===== src/rtl/npu_pkg.sv =====
// Shared NPU definitions used by the FRAM port arbiter.
//   DATA_WIDTH / FRAM_ADDR_WIDTH : FRAM word and word-address widths
//   fram_req_t                   : one FRAM access {en, we, addr, wdata}
//   fram_src_e                   : which requester owns the FRAM this cycle
//   rr_last_e                    : engine port served at the last engine grant
package npu_pkg;

  localparam int DATA_WIDTH      = 32;
  localparam int FRAM_ADDR_WIDTH = 14;

  typedef struct packed {
    logic                       en;
    logic                       we;
    logic [FRAM_ADDR_WIDTH-1:0] addr;
    logic [DATA_WIDTH-1:0]      wdata;
  } fram_req_t;

  typedef enum logic [1:0] {
    SRC_NONE = 2'd0,
    SRC_HOST = 2'd1,
    SRC_RD   = 2'd2,
    SRC_WR   = 2'd3
  } fram_src_e;

  typedef enum logic {
    RR_LAST_RD = 1'b0,
    RR_LAST_WR = 1'b1
  } rr_last_e;

endpackage


===== src/rtl/fram_port_arbiter_if.sv =====
// Bus bundle around the FRAM port arbiter: host BRAM-controller port,
// engine read port, engine write port and the FRAM macro port.
//   slave  : arbiter view (requests in, grants / FRAM controls out)
//   master : environment view (requesters and FRAM macro)
interface fram_port_arbiter_if #(
  parameter int DATA_WIDTH = 32,
  parameter int ADDR_WIDTH = 14
);

  // Host port
  logic                  host_en;
  logic                  host_we;
  logic [ADDR_WIDTH+1:0] host_addr_byteidx;
  logic [DATA_WIDTH-1:0] host_wdata;
  logic [DATA_WIDTH-1:0] host_rdata;
  // Engine read port
  logic                  rd_req;
  logic [ADDR_WIDTH-1:0] rd_addr;
  logic                  rd_gnt;
  logic                  rd_rvalid;
  logic [DATA_WIDTH-1:0] rd_rdata;
  // Engine write port
  logic                  wr_req;
  logic [ADDR_WIDTH-1:0] wr_addr;
  logic [DATA_WIDTH-1:0] wr_data;
  logic                  wr_gnt;
  // FRAM macro port
  logic                  sram_en;
  logic                  sram_we;
  logic [ADDR_WIDTH-1:0] sram_addr;
  logic [DATA_WIDTH-1:0] sram_wdata;
  logic [DATA_WIDTH-1:0] sram_rdata;

  modport slave (
    input  host_en, host_we, host_addr_byteidx, host_wdata,
    output host_rdata,
    input  rd_req, rd_addr,
    output rd_gnt, rd_rvalid, rd_rdata,
    input  wr_req, wr_addr, wr_data,
    output wr_gnt,
    output sram_en, sram_we, sram_addr, sram_wdata,
    input  sram_rdata
  );

  modport master (
    output host_en, host_we, host_addr_byteidx, host_wdata,
    input  host_rdata,
    output rd_req, rd_addr,
    input  rd_gnt, rd_rvalid, rd_rdata,
    output wr_req, wr_addr, wr_data,
    input  wr_gnt,
    input  sram_en, sram_we, sram_addr, sram_wdata,
    output sram_rdata
  );

endinterface


===== src/rtl/fram_rr_arb2.sv =====
// Two-way round-robin arbiter between the engine read and write ports.
//   clk, rst   : clock, synchronous active-high reset
//   inhibit_i  : blocks both grants (host owns the FRAM)
//   req_rd_i   : engine read request
//   req_wr_i   : engine write request
//   gnt_rd_o   : combinational read grant
//   gnt_wr_o   : combinational write grant
// On a tie the port not served at the last engine grant wins. The history
// resets to "write last" so the read port wins the first tie.
module fram_rr_arb2
  import npu_pkg::*;
(
  input  logic clk,
  input  logic rst,
  input  logic inhibit_i,
  input  logic req_rd_i,
  input  logic req_wr_i,
  output logic gnt_rd_o,
  output logic gnt_wr_o
);

  rr_last_e rr_last_q, rr_last_d;
  logic     blocked;

  // Grants are also suppressed while reset is asserted.
  assign blocked = inhibit_i | rst;

  always_ff @(posedge clk) begin
    if (rst) begin
      rr_last_q <= RR_LAST_WR;
    end else begin
      rr_last_q <= rr_last_d;
    end
  end

  always_comb begin
    gnt_rd_o  = 1'b0;
    gnt_wr_o  = 1'b0;
    rr_last_d = rr_last_q;
    if (!blocked) begin
      if (req_rd_i && (!req_wr_i || rr_last_q == RR_LAST_WR)) begin
        gnt_rd_o  = 1'b1;
        rr_last_d = RR_LAST_RD;
      end else if (req_wr_i) begin
        gnt_wr_o  = 1'b1;
        rr_last_d = RR_LAST_WR;
      end
    end
  end

endmodule


===== src/rtl/fram_port_arbiter.sv =====
// Shares the single-port FRAM between the host BRAM-controller port
// (absolute priority, never stalled) and the conv engine's read and
// writeback ports (round-robin). Grants and FRAM controls are combinational
// in the request cycle; read data returns one cycle later.
//   clk, rst  : clock, synchronous active-high reset
//   bus       : host / engine-rd / engine-wr / FRAM signals (slave modport)
//   coll_clr  : clears the collision counter (wins over increment)
//   coll_cnt  : saturating count of cycles where the host blocked an engine
module fram_port_arbiter
  import npu_pkg::*;
#(
  parameter int DATA_WIDTH = npu_pkg::DATA_WIDTH,
  parameter int ADDR_WIDTH = npu_pkg::FRAM_ADDR_WIDTH,
  parameter int CNT_WIDTH  = 16
) (
  input  logic                 clk,
  input  logic                 rst,
  fram_port_arbiter_if.slave   bus,
  input  logic                 coll_clr,
  output logic [CNT_WIDTH-1:0] coll_cnt
);

  logic           gnt_rd;
  logic           gnt_wr;
  fram_src_e      src;
  fram_req_t      req;
  logic [1:0]     tag_q, tag_d;      // {host_rd, eng_rd}
  logic [CNT_WIDTH-1:0] coll_q, coll_d;
  logic           unused_ok;

  fram_rr_arb2 u_rr_arb (
    .clk       (clk),
    .rst       (rst),
    .inhibit_i (bus.host_en),
    .req_rd_i  (bus.rd_req),
    .req_wr_i  (bus.wr_req),
    .gnt_rd_o  (gnt_rd),
    .gnt_wr_o  (gnt_wr)
  );

  // Source select: the host bypasses the arbiter entirely.
  always_comb begin
    src = SRC_NONE;
    if (bus.host_en) begin
      src = SRC_HOST;
    end else if (gnt_rd) begin
      src = SRC_RD;
    end else if (gnt_wr) begin
      src = SRC_WR;
    end
  end

  // FRAM request mux. When idle, address follows the read port and write
  // data follows the write port so the macro pins toggle only when those
  // ports change.
  always_comb begin
    req.en    = 1'b0;
    req.we    = 1'b0;
    req.addr  = bus.rd_addr;
    req.wdata = bus.wr_data;
    case (src)
      SRC_HOST: begin
        req.en    = 1'b1;
        req.we    = bus.host_we;
        req.addr  = bus.host_addr_byteidx[ADDR_WIDTH+1:2];
        req.wdata = bus.host_wdata;
      end
      SRC_RD: begin
        req.en = 1'b1;
      end
      SRC_WR: begin
        req.en   = 1'b1;
        req.we   = 1'b1;
        req.addr = bus.wr_addr;
      end
      default: ;
    endcase
  end

  assign bus.sram_en    = req.en;
  assign bus.sram_we    = req.we;
  assign bus.sram_addr  = req.addr;
  assign bus.sram_wdata = req.wdata;

  // Return-path tag, registered at the grant edge. The macro has one cycle
  // of read latency, so the tag lines up with sram_rdata the cycle after.
  assign tag_d = {bus.host_en & ~bus.host_we, gnt_rd};

  always_ff @(posedge clk) begin
    if (rst) begin
      tag_q <= 2'b00;
    end else begin
      tag_q <= tag_d;
    end
  end

  assign bus.rd_rvalid  = tag_q[0];
  assign bus.rd_rdata   = bus.sram_rdata;
  assign bus.host_rdata = bus.sram_rdata;
  assign bus.rd_gnt     = gnt_rd;
  assign bus.wr_gnt     = gnt_wr;

  // Collision counter: clear wins, then saturating increment.
  always_comb begin
    coll_d = coll_q;
    if (coll_clr) begin
      coll_d = '0;
    end else if (bus.host_en && (bus.rd_req || bus.wr_req) && !(&coll_q)) begin
      coll_d = coll_q + 1'b1;
    end
  end

  always_ff @(posedge clk) begin
    if (rst) begin
      coll_q <= '0;
    end else begin
      coll_q <= coll_d;
    end
  end

  assign coll_cnt = coll_q;

  // Byte-lane bits are ignored; the host read tag is kept for visibility
  // since host data is a plain pass-through of the macro output.
  assign unused_ok = ^{bus.host_addr_byteidx[1:0], tag_q[1]};

endmodule


===== src/flat_wrapper.sv =====
// flat-port wrapper written by rule: the top's interface ports become plain ports
module fram_port_arbiter_flat import npu_pkg::*;
#(
  parameter int DATA_WIDTH = npu_pkg::DATA_WIDTH,
  parameter int ADDR_WIDTH = npu_pkg::FRAM_ADDR_WIDTH,
  parameter int CNT_WIDTH  = 16
)
  (clk, rst, coll_clr, coll_cnt, bus_host_en, bus_host_we, bus_host_addr_byteidx, bus_host_wdata, bus_host_rdata, bus_rd_req, bus_rd_addr, bus_rd_gnt, bus_rd_rvalid, bus_rd_rdata, bus_wr_req, bus_wr_addr, bus_wr_data, bus_wr_gnt, bus_sram_en, bus_sram_we, bus_sram_addr, bus_sram_wdata, bus_sram_rdata);
  fram_port_arbiter_if #(.DATA_WIDTH(DATA_WIDTH), .ADDR_WIDTH(ADDR_WIDTH)) bus_i ();
  input  logic clk;
  input  logic rst;
  input  logic coll_clr;
  output logic [CNT_WIDTH-1:0] coll_cnt;
  input wire logic [$bits(bus_i.host_en)-1:0] bus_host_en;
  input wire logic [$bits(bus_i.host_we)-1:0] bus_host_we;
  input wire logic [$bits(bus_i.host_addr_byteidx)-1:0] bus_host_addr_byteidx;
  input wire logic [$bits(bus_i.host_wdata)-1:0] bus_host_wdata;
  output wire logic [$bits(bus_i.host_rdata)-1:0] bus_host_rdata;
  input wire logic [$bits(bus_i.rd_req)-1:0] bus_rd_req;
  input wire logic [$bits(bus_i.rd_addr)-1:0] bus_rd_addr;
  output wire logic [$bits(bus_i.rd_gnt)-1:0] bus_rd_gnt;
  output wire logic [$bits(bus_i.rd_rvalid)-1:0] bus_rd_rvalid;
  output wire logic [$bits(bus_i.rd_rdata)-1:0] bus_rd_rdata;
  input wire logic [$bits(bus_i.wr_req)-1:0] bus_wr_req;
  input wire logic [$bits(bus_i.wr_addr)-1:0] bus_wr_addr;
  input wire logic [$bits(bus_i.wr_data)-1:0] bus_wr_data;
  output wire logic [$bits(bus_i.wr_gnt)-1:0] bus_wr_gnt;
  output wire logic [$bits(bus_i.sram_en)-1:0] bus_sram_en;
  output wire logic [$bits(bus_i.sram_we)-1:0] bus_sram_we;
  output wire logic [$bits(bus_i.sram_addr)-1:0] bus_sram_addr;
  output wire logic [$bits(bus_i.sram_wdata)-1:0] bus_sram_wdata;
  input wire logic [$bits(bus_i.sram_rdata)-1:0] bus_sram_rdata;
  assign bus_i.host_en = bus_host_en;
  assign bus_i.host_we = bus_host_we;
  assign bus_i.host_addr_byteidx = bus_host_addr_byteidx;
  assign bus_i.host_wdata = bus_host_wdata;
  assign bus_host_rdata = bus_i.host_rdata;
  assign bus_i.rd_req = bus_rd_req;
  assign bus_i.rd_addr = bus_rd_addr;
  assign bus_rd_gnt = bus_i.rd_gnt;
  assign bus_rd_rvalid = bus_i.rd_rvalid;
  assign bus_rd_rdata = bus_i.rd_rdata;
  assign bus_i.wr_req = bus_wr_req;
  assign bus_i.wr_addr = bus_wr_addr;
  assign bus_i.wr_data = bus_wr_data;
  assign bus_wr_gnt = bus_i.wr_gnt;
  assign bus_sram_en = bus_i.sram_en;
  assign bus_sram_we = bus_i.sram_we;
  assign bus_sram_addr = bus_i.sram_addr;
  assign bus_sram_wdata = bus_i.sram_wdata;
  assign bus_i.sram_rdata = bus_sram_rdata;
  fram_port_arbiter #(.DATA_WIDTH(DATA_WIDTH), .ADDR_WIDTH(ADDR_WIDTH), .CNT_WIDTH(CNT_WIDTH)) u_core (.clk(clk), .rst(rst), .bus(bus_i), .coll_clr(coll_clr), .coll_cnt(coll_cnt));
endmodule

===== config.mk =====
export PLATFORM = sky130hd
export DESIGN_NAME = fram_port_arbiter_flat
export DESIGN_NICKNAME = d
export VERILOG_FILES = /design/src/rtl/npu_pkg.sv /design/src/rtl/fram_port_arbiter_if.sv /design/src/rtl/fram_rr_arb2.sv /design/src/rtl/fram_port_arbiter.sv /design/src/flat_wrapper.sv
export SDC_FILE = /design/constraint.sdc
export NUM_CORES = 1
export LEC_CHECK = 0
export BUFFER_PORTS_ARGS = -buffer_cell sky130_fd_sc_hd__buf_2
export CORE_AREA = 3 3 108 110
export CTS_BUF_LIST = sky130_fd_sc_hd__clkbuf_4
export DETAILED_ROUTE_END_ITERATION = 16
export DIE_AREA = 0 0 111 113
export PLACE_DENSITY_LB_ADDON = 0.05
export SLEW_MARGIN = 20
export SYNTH_ARGS = -nofsm -noshare
export SYNTH_HDL_FRONTEND = slang
export SYNTH_SLANG_ARGS = --single-unit

===== constraint.sdc =====
create_clock -name clk -period 1.6 [get_ports clk]
set_input_delay 0.24 -clock clk [delete_from_list [all_inputs] [get_ports clk]]
set_output_delay 0.24 -clock clk [all_outputs]
set_load 0.02 [all_outputs]

==> results of run 1 <==
==> routing by layer <==
metal	routed length [µm]	GRT usage, %	vias up
li1	-	-	1201
met5	0	0	-
met2	4250	22.2	114
met3	674	3.48	29
met1	3210	14.0	1124
met4	219	3.94	0
==> flip-flops by register name (all words and copies together), names as in the netlist <==
signal / count
u_core.tag_q: 1
u_core.u_rr_arb.rr_last_q: 1
u_core.coll_cnt: 16
==> timing repair <==
action	in CTS	in global routing
cloned	3	0
endpoints found under the setup margin	28	53
pin swaps	11	13
gates resized for setup	36	44
buffers inserted	4	2
==> worst max path at each step <==
stage,cells after the start,slack (ns),start,endpoint
5_1_grt,7,-0.13,u_core.coll_cnt[1],u_core.coll_cnt[15]
3_5_place_dp,4,-0.13,u_core.coll_cnt[7],u_core.coll_cnt[13]
3_3_place_gp,4,-0.15,u_core.coll_cnt[7],u_core.coll_cnt[13]
2_1_floorplan,5,-0.1,u_core.coll_cnt[5],u_core.coll_cnt[15]
6_report,7,-0.04,u_core.coll_cnt[0],u_core.coll_cnt[3]
4_1_cts,4,-0.05,u_core.coll_cnt[7],u_core.coll_cnt[13]
==> worst max-delay path, cell delays in order (launching register included) <==
cell     delay (ns)
dfxtp_4        0.38
ha_4           0.16
nand4_1        0.10
buf_6          0.14
nor4_4         0.04
buf_4          0.16
or4_1          0.46
a21oi_1        0.14
==> cell families after synthesis <==
group	count (synthesis)	share of synthesized area (%)
adder cells (fa/ha/maj)	1	0.613
XOR/XNOR	1	0.429
buffers and inverters	80	26.6
AND/OR/NAND/NOR	84	20.9
flip-flops	18	17.7
multiplexers	32	17.7
AO/OA/AOI/OAI	50	16.1
==> layout by cell type, fill, tap and decap left out, types with 2 or more instances in the layout <==
| cell type | Yosys | layout |
|---|---|---|
| buf_2 | 2 | 166 |
| buf_4 | 64 | 41 |
| mux2_2 | 32 | 32 |
| nand2_2 | 0 | 21 |
| buf_6 | 0 | 17 |
| nand2_1 | 37 | 14 |
| a21oi_1 | 15 | 13 |
| a22oi_1 | 14 | 13 |
| dfxtp_1 | 18 | 9 |
| dfxtp_4 | 0 | 8 |
| nor2_1 | 7 | 6 |
| o31ai_1 | 6 | 6 |
| o21ai_0 | 6 | 6 |
| nand4_1 | 5 | 5 |
| or4_1 | 8 | 5 |
| nand3_1 | 6 | 4 |
| or3_1 | 4 | 4 |
| or4_4 | 0 | 3 |
| nor4_1 | 4 | 3 |
| clkbuf_4 | 0 | 3 |
| nand2_4 | 0 | 2 |
| and3_4 | 0 | 2 |
| inv_1 | 2 | 2 |
| nand3_4 | 0 | 2 |
| and3_1 | 3 | 2 |
| nor3_1 | 3 | 2 |
| a21oi_2 | 0 | 2 |
==> power by group through the flow <==
| stage | combinational (W) | clock, W | sequential (W) |
|---|---|---|---|
| 6_report | 0.000671 | 0.000254 | 0.000444 |
| 5_1_grt | 0.000728 | 0.000292 | 0.000444 |
| 4_1_cts | 0.000637 | 0.000278 | 0.000444 |
| 3_5_place_dp | 0.000590 | 0 | 0.000453 |
| 3_3_place_gp | 0.000589 | 0 | 0.000453 |
| 2_1_floorplan | 0.000541 | 0 | 0.000456 |
==> through the flow <==
| stage | total power, W | std cells |
|---|---|---|
| floorplan | 0.000997 | 266 |
| global placement | 0.00104 | 545 |
| detailed placement | 0.00104 | 545 |
| CTS | 0.00136 | 555 |
| global route | 0.00146 | 557 |
| finish | 0.00137 | 557 |
==> final cells by class <==
| class | instances | area, µm² |
|---|---|---|
| repair buffers | 224 | 1330 |
| multi-input cells | 169 | 1330 |
| fillers | 1198 | 7530 |
| flip-flops and latches | 18 | 392 |
| clock buffers | 3 | 22.5 |
| well taps | 140 | 175 |
| clock inverters | 1 | 3.75 |
| inverters | 2 | 7.51 |
==> summary.md, run 1 <==
| Metric | Value |
|---|---|
| Vias per cell | around 4.4 |
| Drt initial violations | 47 |
| Switching Fraction | a little under two fifths |
| Vias | 2,468 |
| CTS tree | yes |
| First-pass GRT wire length | 12.7 mm |
| FP Rows | 38 |
| GR Util All Layers | 12.3% |
| Main synth FF type | dfxtp_1 |
| Worst Hold Depth | 4 |
| Critical path arrival | roughly 1.9 ns |
| # diodes | 0 |
| Netlist Area Pre-Place | 2040 µm² |
| Status | finished, violations left |
| EDFF count, synth | 0 |
| Worst hold path type | input port to flop |
| Switching pwr | 0.000508 W |
| Count leader, synth | buf_4 |
| Die Y | roughly 110 µm |
| Clk buf depth | 2 |
| Post-route ant nets | 0 |
| Vias in the first global route | 2,492 |
| Type of origin of the critical path | flop |
| Total Wirelength | 8.36 mm |
| Leading area contributor after synthesis | buf_4 |
| Max VDD drop | roughly 0.20 mV |
| Clock Power Share | 18.6% |
| P&R area growth vs syn | 59.9% |
| Post-DP Area | between 2000 and 3000 µm² |
| Die area | 12,500 µm² |
| Post-Syn Nets | 414 |
| Fin crit share | 103% |
| Critical Path End Type | flop |
| PnR worst setup slack | -0.0444 ns |
| FF-to-FF path depth | 7 |
| Worst Path Required | 1.83 ns |
| Rel. slew slack | 75.5% |
| Cells after synthesis | between 200 and 300 |
| Worst r2r src | u_core.coll_cnt[0] |
| DRT Pass-1 Iters | 4 |
| Flop pwr share | approximately a third |
| Setup violations, final | 10 |
| Die Span X | 111 µm |
| Worst Hold End | u_core.coll_cnt[7] |
| Worst-Skew Late Latency | 0.31 ns |
| Root buffer cell | clkbuf_4 |
| Combinational share of power | between 40% and 50% |
| Routability Congestion | 0.732 |
| Fin util | 30.2% |
| Post-DP HPWL | between 6 and 7 mm |
| I/O Pins | 278 |
| Yosys warns | 0 |
| Core box area | 10,800 µm² |
| Power Density | 419 nW/µm² |
| Synth top area cells | buf_4 (24%), dfxtp_1 (18%), mux2_2 (18%) |
| GRT overflow | 0 |
| Clock period minus worst slack | 1.64 ns |
| Failing checks | negative setup slack |
| Top post-synthesis cells by count | buf_4 (64), nand2_1 (37), mux2_2 (32) |
| Syn Area/Cell | 7.67 µm² |
| Clock Skew | 0.00793 ns |
| Post-synth cell types | 38 |
| Initial antenna violation count | 0 |
| Seq/Total Area, Yosys | 17.7% |
| Worst-path maximum fanout | 6 |
| Yosys top cell area share | 23.5% |
| Share of layout cells above drive strength 1 | 74.8% |
| WHS | roughly 0.21 ns |
| Internal Power | 0.000860 W |
| Worst Tran Pin Value | 0.367 ns |
| RSZ-0062 raised after global routing | yes |
| Final Hold Vio Count | 0 |
| Critical R2R Capture | u_core.coll_cnt[3] |
| Worst hold start | coll_clr |
| Worst R2R Setup Slack | -0.04 ns |
| Post-synth ARST share | 0% |
| Fmax | approximately 600 MHz |
| Remaining DRCs | 0 |
| Design area | 3260 µm² |
| Layout Nets | about 570 |
| Port Buffers | roughly 180 |
| Htree depth | 1 |
| Setup TNS | -0.243 ns |
| Post-CTS Hold Fix Bufs | 0 |
| Worst setup path class | flop to flop |
| Clock transition at path regs | ~0.12 ns |
| Max_cap viols | 0 |
| Slew Limit Fails | 0 |
| Pin count of the biggest net entering global routing | 39 |
| Pre-CTS worst setup slack | -0.130 ns |
| TritonCTS Buffers | 3 |
| WL/cell | 15.0 µm |
| Number of synthesized register bits | 18 |
| Leak pwr | ~1.6 nW |
| Initial Utilization | 18.9% |
| Total clock sinks | 18 |
Power figures use the tool's default switching activity.
==> inputs of run 2 (changes only) <==
--- a/config.mk
+++ b/config.mk
@@ -6,12 +6,14 @@
 export NUM_CORES = 1
 export LEC_CHECK = 0
 export BUFFER_PORTS_ARGS = -buffer_cell sky130_fd_sc_hd__buf_2
-export CORE_AREA = 3 3 108 110
+export CORE_AREA = 3 3 106 108
 export CTS_BUF_LIST = sky130_fd_sc_hd__clkbuf_4
 export DETAILED_ROUTE_END_ITERATION = 16
-export DIE_AREA = 0 0 111 113
+export DIE_AREA = 0 0 109 111
 export PLACE_DENSITY_LB_ADDON = 0.05
+export SKIP_CTS_REPAIR_TIMING = 1
 export SLEW_MARGIN = 20
 export SYNTH_ARGS = -nofsm -noshare
 export SYNTH_HDL_FRONTEND = slang
+export SYNTH_HIERARCHICAL = 1
 export SYNTH_SLANG_ARGS = --single-unit
==> summary.md, run 2 <==
| Metric | Value |
|---|---|
| Clock period minus worst slack | 1.90 ns |
| Critical path cell sequence | nand2b_4, and3_4, nand2b_4, mux2i_1, o21ai_2, buf_2 |
| First-pass GRT wire length | 12.2 mm |
| GR Util All Layers | 12.9% |
| Cell mode on critical path | nand2b_4 |
| Final Hold Vio Count | 0 |
| Die Y | 111 µm |
| I/O Pins | 278 |
| Seq/Total Area, Yosys | 17.3% |
| Post-Syn Nets | 408 |
| CTS tree | yes |
| Leading cell type in the layout, fill and taps excluded | buf_2 |
| Synth top area cells | buf_4 (23%), dfxtp_1 (17%), mux2_2 (17%) |
| Leak pwr | 1.60 nW |
| Vias in the first global route | 2,268 |
| PnR worst setup slack | -0.299 ns |
| Post-synth ARST share | 0% |
| Slew Limit Fails | 0 |
| Syn Area/Cell | 8.03 µm² |
| Count leader, synth | buf_4 |
| Post-DP HPWL | approximately 7.2 mm |
| EDFF count, synth | 0 |
| Number of synthesized register bits | 18 |
| Total Wirelength | 8.36 mm |
| Remaining DRCs | 0 |
| Die area | 12,100 µm² |
| Top post-synthesis cells by count | buf_4 (65), mux2_2 (32), nand2_1 (23) |
| Rel. slew slack | 72.4% |
| Initial Utilization | approximately a fifth |
| Root buffer cell | clkbuf_4 |
| Cells after synthesis | 260 |
| Die Span X | 109 µm |
| Worst-path maximum fanout | 8 |
| Clk buf depth | 2 |
| Clock transition at path regs | 0.12 ns |
| Max VDD drop | about 0.18 mV |
| P&R area growth vs syn | 53.0% |
| Netlist Area Pre-Place | 2090 µm² |
| Worst Tran Pin Value | about 0.41 ns |
| Total clock sinks | 18 |
| Total Power | 0.00134 W |
| Post-synth cell types | 38 |
| WL/cell | 15.5 µm |
| Main synth FF type | dfxtp_1 |
| Drt initial violations | 64 |
| Clock Skew | between 0.01 and 0.015 ns |
| Share of layout cells above drive strength 1 | 74.5% |
| FP Rows | 37 |
| Setup violations, final | 19 |
| Leading area contributor after synthesis | buf_4 |
| Power Density | 420 nW/µm² |
| RSZ-0062 raised after global routing | yes |
| Vias per cell | around 4.1 |
| Core box area | 10,300 µm² |
| Setup TNS | -4.12 ns |
| Vias | 2,240 |
| Fin crit share | 119% |
| Port Buffers | 179 |
| Fmax | 527 MHz |
| Worst-Skew Late Latency | about 0.30 ns |
| Worst hold path type | input port to flop |
| Max_cap viols | 0 |
| Worst Path Required | between 1 and 1.5 ns |
| Worst setup path class | flop to output pin |
| Htree depth | 1 |
| Pin count of the biggest net entering global routing | 32 |
| Yosys warns | 6 |
| GRT overflow | 0 |
| TritonCTS Buffers | 3 |
| Initial antenna violation count | 1 |
| Critical path arrival | between 1.5 and 2 ns |
| Critical Path End Type | output pin |
| Layout Nets | 553 |
| Worst path max stage delay | 0.36 ns |
| Status | finished, violations left |
| Fin util | ~31% |
| Type of origin of the critical path | flop |
| Failing checks | negative setup slack |
| Most frequent cells in the layout | buf_2 (170), buf_4 (32), mux2_2 (32), nand2_1 (22), nor2_1 (15) |
| Slowest CP cell | dfxtp_2 |
| Yosys top cell area share | 23.4% |
| Post-route ant nets | 0 |
| Routability Congestion | 0.815 |
| DRT Pass-1 Iters | 4 |
| # diodes | 0 |
| Max reg flops | 16 |
## run 2: cell types whose count changed after synthesis, moves of 4 or more
cell | previous run | this run
a21oi_1 | 15 | 5
a22oi_1 | 14 | 0
buf_1 | 4 | 0
mux2i_1 | 0 | 15
nand2_1 | 37 | 23
nor2_1 | 7 | 16
o21ai_0 | 6 | 18
o31ai_1 | 6 | 1
or4_1 | 8 | 2
xor2_1 | 0 | 7
## run 2: final timing paths
check                            start                   to  slack [ns]  cells after the start
max          u_core/u_rr_arb/rr_last_q     bus_sram_addr[7]       -0.30                      6
min                           coll_clr  u_core/coll_cnt[11]        0.24                      3
max reg2reg         u_core/coll_cnt[0]   u_core/coll_cnt[6]       -0.03                      6
min reg2reg        u_core/coll_cnt[11]  u_core/coll_cnt[11]        0.60                      3
## run 2: stage by stage
stage / hold slack [ns] / instances / area [µm²] / worst slack [ns]
6_report: 0.241 / 540 / 3190 / -0.299
5_1_grt: 0.234 / 540 / 3190 / -0.386
4_1_cts: 0.228 / 536 / 3030 / -0.400
3_5_place_dp: 0.480 / 532 / 3000 / -0.121
3_3_place_gp: 0.480 / 532 / 3000 / -0.0923
2_1_floorplan: 0.312 / 260 / 2210 / -0.0431
## run 2: kinds of logic after synthesis
| family | share of synthesized area [%] |
|---|---|
| DFF | 17.3 |
| xor gates and xnor gates | 3.77 |
| AOI/OAI and AO/OA | 9.35 |
| and+or+nand+nor | 18.8 |
| buffers and inverters | 25.8 |
| adders and majority gates | 0.599 |
| muxes | 24.4 |
## run 2: worst max-delay path, delay by kind of cell (launching register included)
kind | cells | cell delay [ns]
simple gates | 3 | 0.53
flops | 1 | 0.36
buf+inv | 1 | 0.16
compound gates | 1 | 0.07
mux | 1 | 0.25
## run 2: cell type report
cell class | count | area (µm²)
multi-input combinational | 165 | 1340
timing repair buffer | 215 | 1250
clock inverter | 1 | 3.75
inverter | 2 | 7.51
tap | 136 | 170
clock buffer | 3 | 22.5
sequential | 18 | 392
fill | 1148 | 7130
## run 2: power by group
part | internal [W] | total, W | switching, W
clock | 0.0000907 | 0.000243 | 0.000152
sequential | 0.000445 | 0.000448 | 0.00000304
combinational | 0.000320 | 0.000651 | 0.000331
## run 2: metal layers
layer  vias to the layer above  track usage [%]  wire, µm  part of all wire [%]
met5                         -                0        13                  0.16
met3                        26             2.56       509                   6.1
met4                         2             3.87       196                   2.3
met1                      1009             14.2      3070                    37
li1                       1126                -         -                     -
met2                        77             24.4      4570                    55
